===== src/rtl/lfsr_pkg.sv =====
// Shared types, maximal-length tap masks and the single-step function for
// the parametrised LFSR generator.
package lfsr_pkg;

  typedef enum logic {
    FIBONACCI = 1'b0,
    GALOIS    = 1'b1
  } lfsr_mode_e;

  // Maximal-length tap masks for the right-shifting Fibonacci form
  // (bit i set means state bit i feeds the XOR). The reciprocal of each is
  // also primitive, so the same masks give full-length Galois sequences.
  localparam logic [2:0]  TAPS_N3  = 3'h3;
  localparam logic [3:0]  TAPS_N4  = 4'h3;
  localparam logic [4:0]  TAPS_N5  = 5'h05;
  localparam logic [5:0]  TAPS_N6  = 6'h03;
  localparam logic [6:0]  TAPS_N7  = 7'h03;
  localparam logic [7:0]  TAPS_N8  = 8'h1D;
  localparam logic [8:0]  TAPS_N9  = 9'h011;
  localparam logic [9:0]  TAPS_N10 = 10'h009;
  localparam logic [10:0] TAPS_N11 = 11'h005;
  localparam logic [11:0] TAPS_N12 = 12'h941;
  localparam logic [12:0] TAPS_N13 = 13'h1601;
  localparam logic [13:0] TAPS_N14 = 14'h2A01;
  localparam logic [14:0] TAPS_N15 = 15'h0003;
  localparam logic [15:0] TAPS_N16 = 16'h100B;
  localparam logic [16:0] TAPS_N17 = 17'h00009;
  localparam logic [17:0] TAPS_N18 = 18'h00081;
  localparam logic [18:0] TAPS_N19 = 19'h62001;
  localparam logic [19:0] TAPS_N20 = 20'h00009;
  localparam logic [20:0] TAPS_N21 = 21'h000005;
  localparam logic [21:0] TAPS_N22 = 22'h000003;
  localparam logic [22:0] TAPS_N23 = 23'h000021;
  localparam logic [23:0] TAPS_N24 = 24'h000087;
  localparam logic [24:0] TAPS_N25 = 25'h0000009;
  localparam logic [25:0] TAPS_N26 = 26'h3100001;
  localparam logic [26:0] TAPS_N27 = 27'h6400001;
  localparam logic [27:0] TAPS_N28 = 28'h0000009;
  localparam logic [28:0] TAPS_N29 = 29'h00000005;
  localparam logic [29:0] TAPS_N30 = 30'h25000001;
  localparam logic [30:0] TAPS_N31 = 31'h00000009;
  localparam logic [31:0] TAPS_N32 = 32'hC0000401;

  // One LFSR step on a zero-extended state of the given width.
  function automatic logic [31:0] lfsr_step(input logic [31:0] state,
                                            input logic [31:0] taps,
                                            input lfsr_mode_e  mode,
                                            input int unsigned width);
    logic        fb;
    logic [31:0] next;
    fb = ^(state & taps);
    if (mode == FIBONACCI) begin
      next = (state >> 1) | ({31'd0, fb} << (width - 1));
    end else begin
      next = (state >> 1) ^ (state[0] ? taps : 32'd0);
    end
    return next;
  endfunction

endpackage


===== src/rtl/lfsr_step_unit.sv =====
// Combinational single LFSR step plus a compare against the origin state,
// chained STEPS deep by the top level.
module lfsr_step_unit
  import lfsr_pkg::*;
#(
  parameter int         N    = 5,
  parameter logic [N-1:0] TAPS = N'(5'b00101),
  parameter lfsr_mode_e MODE = FIBONACCI
) (
  input  logic [N-1:0] state_i,
  input  logic [N-1:0] origin_i,
  output logic [N-1:0] state_o,
  output logic         hit_o
);

  assign state_o = N'(lfsr_step(32'(state_i), 32'(TAPS), MODE, N));
  assign hit_o   = (state_o == origin_i);

endmodule


===== src/rtl/lfsr_gen.sv =====
// Parametrised LFSR generator with clock enable, seed load, all-zero
// lock-up recovery and period measurement.
module lfsr_gen
  import lfsr_pkg::*;
#(
  parameter int           N     = 5,
  parameter logic [N-1:0] TAPS  = N'(5'b00101),
  parameter int           MODE  = 0,
  parameter int           STEPS = 1,
  parameter logic [N-1:0] INIT  = N'(1)
) (
  input  logic         clk,
  input  logic         reset_n,
  input  logic         en,
  input  logic         load,
  input  logic [N-1:0] seed,
  output logic [N-1:0] q,
  output logic         wrap,
  output logic         lockup,
  output logic [N-1:0] count,
  output logic [N-1:0] period
);

  localparam lfsr_mode_e MODE_E = (MODE == 1) ? GALOIS : FIBONACCI;

  if (N < 3 || N > 32) begin : g_bad_n
    $error("lfsr_gen: N must be in 3..32");
  end
  if (STEPS < 1 || STEPS > N) begin : g_bad_steps
    $error("lfsr_gen: STEPS must be in 1..N");
  end
  if (INIT == '0) begin : g_bad_init
    $error("lfsr_gen: INIT must be non-zero");
  end

  logic [N-1:0] q_q, q_d;
  logic [N-1:0] origin_q, origin_d;
  logic [N-1:0] count_q, count_d;
  logic [N-1:0] period_q, period_d;
  logic         wrap_q, wrap_d;
  logic         lockup_q, lockup_d;

  // Step chain: chain[k] is the state after k single steps.
  logic [N-1:0] chain [0:STEPS];
  logic [STEPS-1:0] hit;
  logic         hit_found;
  int           hit_idx;

  assign chain[0] = q_q;

  for (genvar i = 0; i < STEPS; i++) begin : g_step
    lfsr_step_unit #(
      .N    (N),
      .TAPS (TAPS),
      .MODE (MODE_E)
    ) u_step (
      .state_i  (chain[i]),
      .origin_i (origin_q),
      .state_o  (chain[i+1]),
      .hit_o    (hit[i])
    );
  end

  // Locate the earliest step within this advance that lands on origin.
  always_comb begin
    hit_found = 1'b0;
    hit_idx   = 0;
    for (int i = STEPS - 1; i >= 0; i--) begin
      if (hit[i]) begin
        hit_found = 1'b1;
        hit_idx   = i;
      end
    end
  end

  // Next-state selection: load beats en beats hold; lock-up beats wrap.
  always_comb begin
    // NOTE: every always_comb output gets a default first so no path can
    // leave it unassigned and infer a latch.
    q_d      = q_q;
    origin_d = origin_q;
    count_d  = count_q;
    period_d = period_q;
    wrap_d   = 1'b0;
    lockup_d = 1'b0;
    if (load) begin
      count_d = '0;
      if (seed != '0) begin
        q_d      = seed;
        origin_d = seed;
      end else begin
        q_d      = INIT;
        origin_d = INIT;
        lockup_d = 1'b1;
      end
    end else if (en) begin
      if (chain[STEPS] == '0) begin
        q_d      = origin_q;
        count_d  = '0;
        lockup_d = 1'b1;
      end else if (hit_found) begin
        q_d      = chain[STEPS];
        wrap_d   = 1'b1;
        period_d = count_q + N'(hit_idx + 1);
        count_d  = N'(STEPS - hit_idx - 1);
      end else begin
        q_d     = chain[STEPS];
        count_d = count_q + N'(STEPS);
      end
    end
  end

  // State registers with asynchronous active-low reset.
  always_ff @(posedge clk or negedge reset_n) begin
    if (!reset_n) begin
      q_q      <= INIT;
      origin_q <= INIT;
      count_q  <= '0;
      period_q <= '0;
      wrap_q   <= 1'b0;
      lockup_q <= 1'b0;
    end else begin
      // NOTE: non-blocking assignments so every register samples the
      // pre-edge values regardless of statement order.
      q_q      <= q_d;
      origin_q <= origin_d;
      count_q  <= count_d;
      period_q <= period_d;
      wrap_q   <= wrap_d;
      lockup_q <= lockup_d;
    end
  end

  assign q      = q_q;
  assign count  = count_q;
  assign period = period_q;
  assign wrap   = wrap_q;
  assign lockup = lockup_q;

endmodule


===== config.mk =====
export PLATFORM = sky130hd
export DESIGN_NAME = lfsr_gen
export DESIGN_NICKNAME = d
export VERILOG_FILES = /design/src/rtl/lfsr_pkg.sv /design/src/rtl/lfsr_step_unit.sv /design/src/rtl/lfsr_gen.sv
export SDC_FILE = /design/constraint.sdc
export NUM_CORES = 1
export LEC_CHECK = 0
export CORE_MARGIN = 4
export CORE_UTILIZATION = 45
export CTS_CLUSTER_SIZE = 16
export DETAILED_ROUTE_END_ITERATION = 6
export MAX_ROUTING_LAYER = met4
export PLACE_DENSITY = 0.74
export SYNTH_ARGS = -nofsm -noshare
export SYNTH_HDL_FRONTEND = slang
export SYNTH_SLANG_ARGS = --single-unit

===== constraint.sdc =====
create_clock -name clk -period 3.2 [get_ports clk]
set_input_delay 0.64 -clock clk [delete_from_list [all_inputs] [get_ports clk]]
set_output_delay 0.64 -clock clk [all_outputs]
set_load 0.01 [all_outputs]

==> results.tsv <==
stage	metric	value	unit
status	outcome	finished, final reports clean	
finish	Finished Cell Area	1380	um2
global_route	grt ovf	0	
logic_synthesis	Yosys warnings	0	
timing	Slew @ Worst Pin	937	ps
finish	diodes inserted	0	
route	met3 WL	126	um
timing	final hold violations	0	
clock_tree	CTS tree	yes	
logic_synthesis	Primary FF master, synth	dfrtp_1	
power_and_ir_drop	pwr dens	518	nW/um2
finish	Nets	142	
route	Avg WL per Cell	13.0	um
worst_hold_path	Worst Hold Class	reg2reg	
clock_tree	clock slew at the register clock pins of the worst setup and hold paths	120	ps
timing	Tmin final	2150	ps
place	Place WS	736	ps
die	Die Wd	56.5	um
timing	Max Clk Rate	466	MHz
power_and_ir_drop	Total Power	0.715	mW
logic_synthesis	Synth Register Bits	22	
global_route	gr usage total	14.2	%
setup_path	Startpoint Class	primary input	
route	Initial DRC Count	10	
route	Top Layer Used	met4	
setup_path	critical path arrival	2340	ps
logic_synthesis	mapped cell area	1060	um2
timing	Slew HR	37.3	%
power_and_ir_drop	maximum vdd drop	0.334	mV
route	drt via density	5.28	
die	Die Ht	56.5	um
global_route	number of global-route vias before repair	828	
place	# placed instances	155	
logic_synthesis	Synth top area share	47.3	%
finish	Final Util	61.8	%
global_route	antenna violations before repair	0	
route	met2 WL post-DR	984	um
timing	Tcrit/Tclk final	67.1	%
logic_synthesis	Cell variety after synth	25	
place	Placed Instance Area	1330	um2
setup_path	Crit path required time	3390	ps
logic_synthesis	Post-Synthesis Cells	105	
logic_synthesis	Post-synth EDFFs	0	
clock_tree	worst-skew pair later-pin latency	310	ps
die	Core Rows	17	
setup_path	CP Capture Type	register	
setup_path	worst setup path class	in2reg	
logic_synthesis	post-synthesis net count	115	
logic_synthesis	async set-or-reset flop fraction in the synthesized netlist	100	%
clock_tree	post_cts resized	0	
logic_synthesis	Synth Area per Inst	10.1	um2
finish	fillcell total	209	
global_route	first-pass GRT wire length	3470	um
route	WL final	2060	um
logic_synthesis	Area contributors post-synth	dfrtp_1, o21ai_0, dfstp_2	
clock_tree	CTS max path bufs	2	
place	I/O Buffers	25	
die	core area	2230	um2
timing	TNS Setup	0	ps
timing	final setup fails	0	
logic_synthesis	Seq/Total Area, Yosys	52.2	%
power_and_ir_drop	P_leak	0.628	nW
clock_tree	setup bufs post-CTS	0	
finish	Finished Layout Cells	159	
clock_tree	hold_buf cts	0	
setup_path	worst-path fanout max	8	
clock_tree	clk root buf	clkbuf_4	
run	Max-Cap Viols	0	
route	WL met1	922	um
timing	max-slew violation count	0	
route	drt pass-1 iters	4	
clock_tree	H-tree depth	1	
logic_synthesis	cell taking the most area after synthesis	dfrtp_1	
die	Die ar.	3190	um2
route	DRC viols	0	
finish	layout cell share with drive strength beyond 1	7.63	%
timing	RSZ-0062 raised after global routing	false	
global_route	largest net degree at the start of global routing	23	
die	# IOs	26	
timing	clk_skew	11.9	ps
route	via count	840	
place	GP Congestion	0.827	
timing	Min Hold Slack	519	ps
place	HPWL Detailed	1540	um
route	DRT antenna net count	0	
finish	Area Growth Syn to Fin	30.5	%
timing	Worst Setup Slack, final	1050	ps
clock_tree	total clock sinks	22	
clock_tree	total CTS buffers	3	
die	initial core utilization	47.4	%
[worst max-delay path, cell delays in order]
cell             delay [ps]
clkdlybuf4s50_1         640
nand2b_1                140
or4_4                   600
mux2_4                  320
[placed cells by master, fill, tap and decap left out, types with 2 or more instances in the layout]
master	n
o21ai_0	12
dfstp_2	2
nand2b_1	2
inv_1	13
nand2_1	10
nor2_1	6
xor2_1	4
nand3_1	2
a211oi_1	5
clkbuf_4	3
dfrtp_1	20
mux2_4	2
xnor2_1	5
clkdlybuf4s50_1	25
nor4_1	2
o31ai_1	5
mux2i_1	3
[layout make-up]
cell class / instances / area [um2] / area share [%]
timing repair buffer: 26 / 258 / 18.7
inverter: 13 / 48.8 / 3.53
multi-input combinational: 66 / 434 / 31.4
tap: 28 / 35.0 / 2.54
clock inverter: 1 / 30.0 / 2.17
sequential: 22 / 553 / 40.0
clock buffer: 3 / 22.5 / 1.63
[routing by layer]
metal / GRT usage [%] / vias to the layer above
met2: 22.6 / 28
met1: 17.0 / 400
met4: 7.46 / 0
met3: 2.53 / 4
met5: - / -
li1: - / 408
[Yosys cell counts (2+ instances only)]
cell	instances
nor4_1	2
nand2b_1	2
xnor2_1	5
dfstp_2	2
clkbuf_1	3
a211oi_1	5
xor2_1	4
inv_1	13
nand2_1	10
mux2_4	2
nor2_1	6
mux2i_1	3
dfrtp_1	20
nand3_1	2
o21ai_0	12
o31ai_1	5
[registers in the layout (all words and copies together), names as in the netlist]
name / flops
lockup: 1
q: 5
count: 5
origin_q: 5
period: 5
wrap: 1
[where the power goes]
group          internal (mW)  total (mW)  leakage (nW)  switching (mW)
registers              0.314       0.343         0.272          0.0296
clock network          0.127       0.208        0.0279          0.0812
logic                 0.0921       0.164         0.328          0.0720
total                  0.532       0.715         0.628           0.183
[final timing paths]
kind	end	start	slack, ps	cells after the start
setup / recovery	period[1]	en	1050	4
hold / removal	origin_q[0]	origin_q[0]	520	2
setup reg to reg	period[1]	q[2]	1230	4
hold reg to reg	origin_q[0]	origin_q[0]	520	2
max in group asynchronous	period[1]	reset_n	1780	1
min in group asynchronous	count[1]	reset_n	840	1
[cells by family after synthesis]
family	after synthesis	share of synthesized area [%]
xor+xnor	9	7.45
buf+inv	17	6.74
flops	22	52.2
compound gates	25	14.8
fa+ha+maj	1	1.18
mux	5	5.67
simple gates	26	11.9
Note: power is estimated with default switching activity, not from simulation.
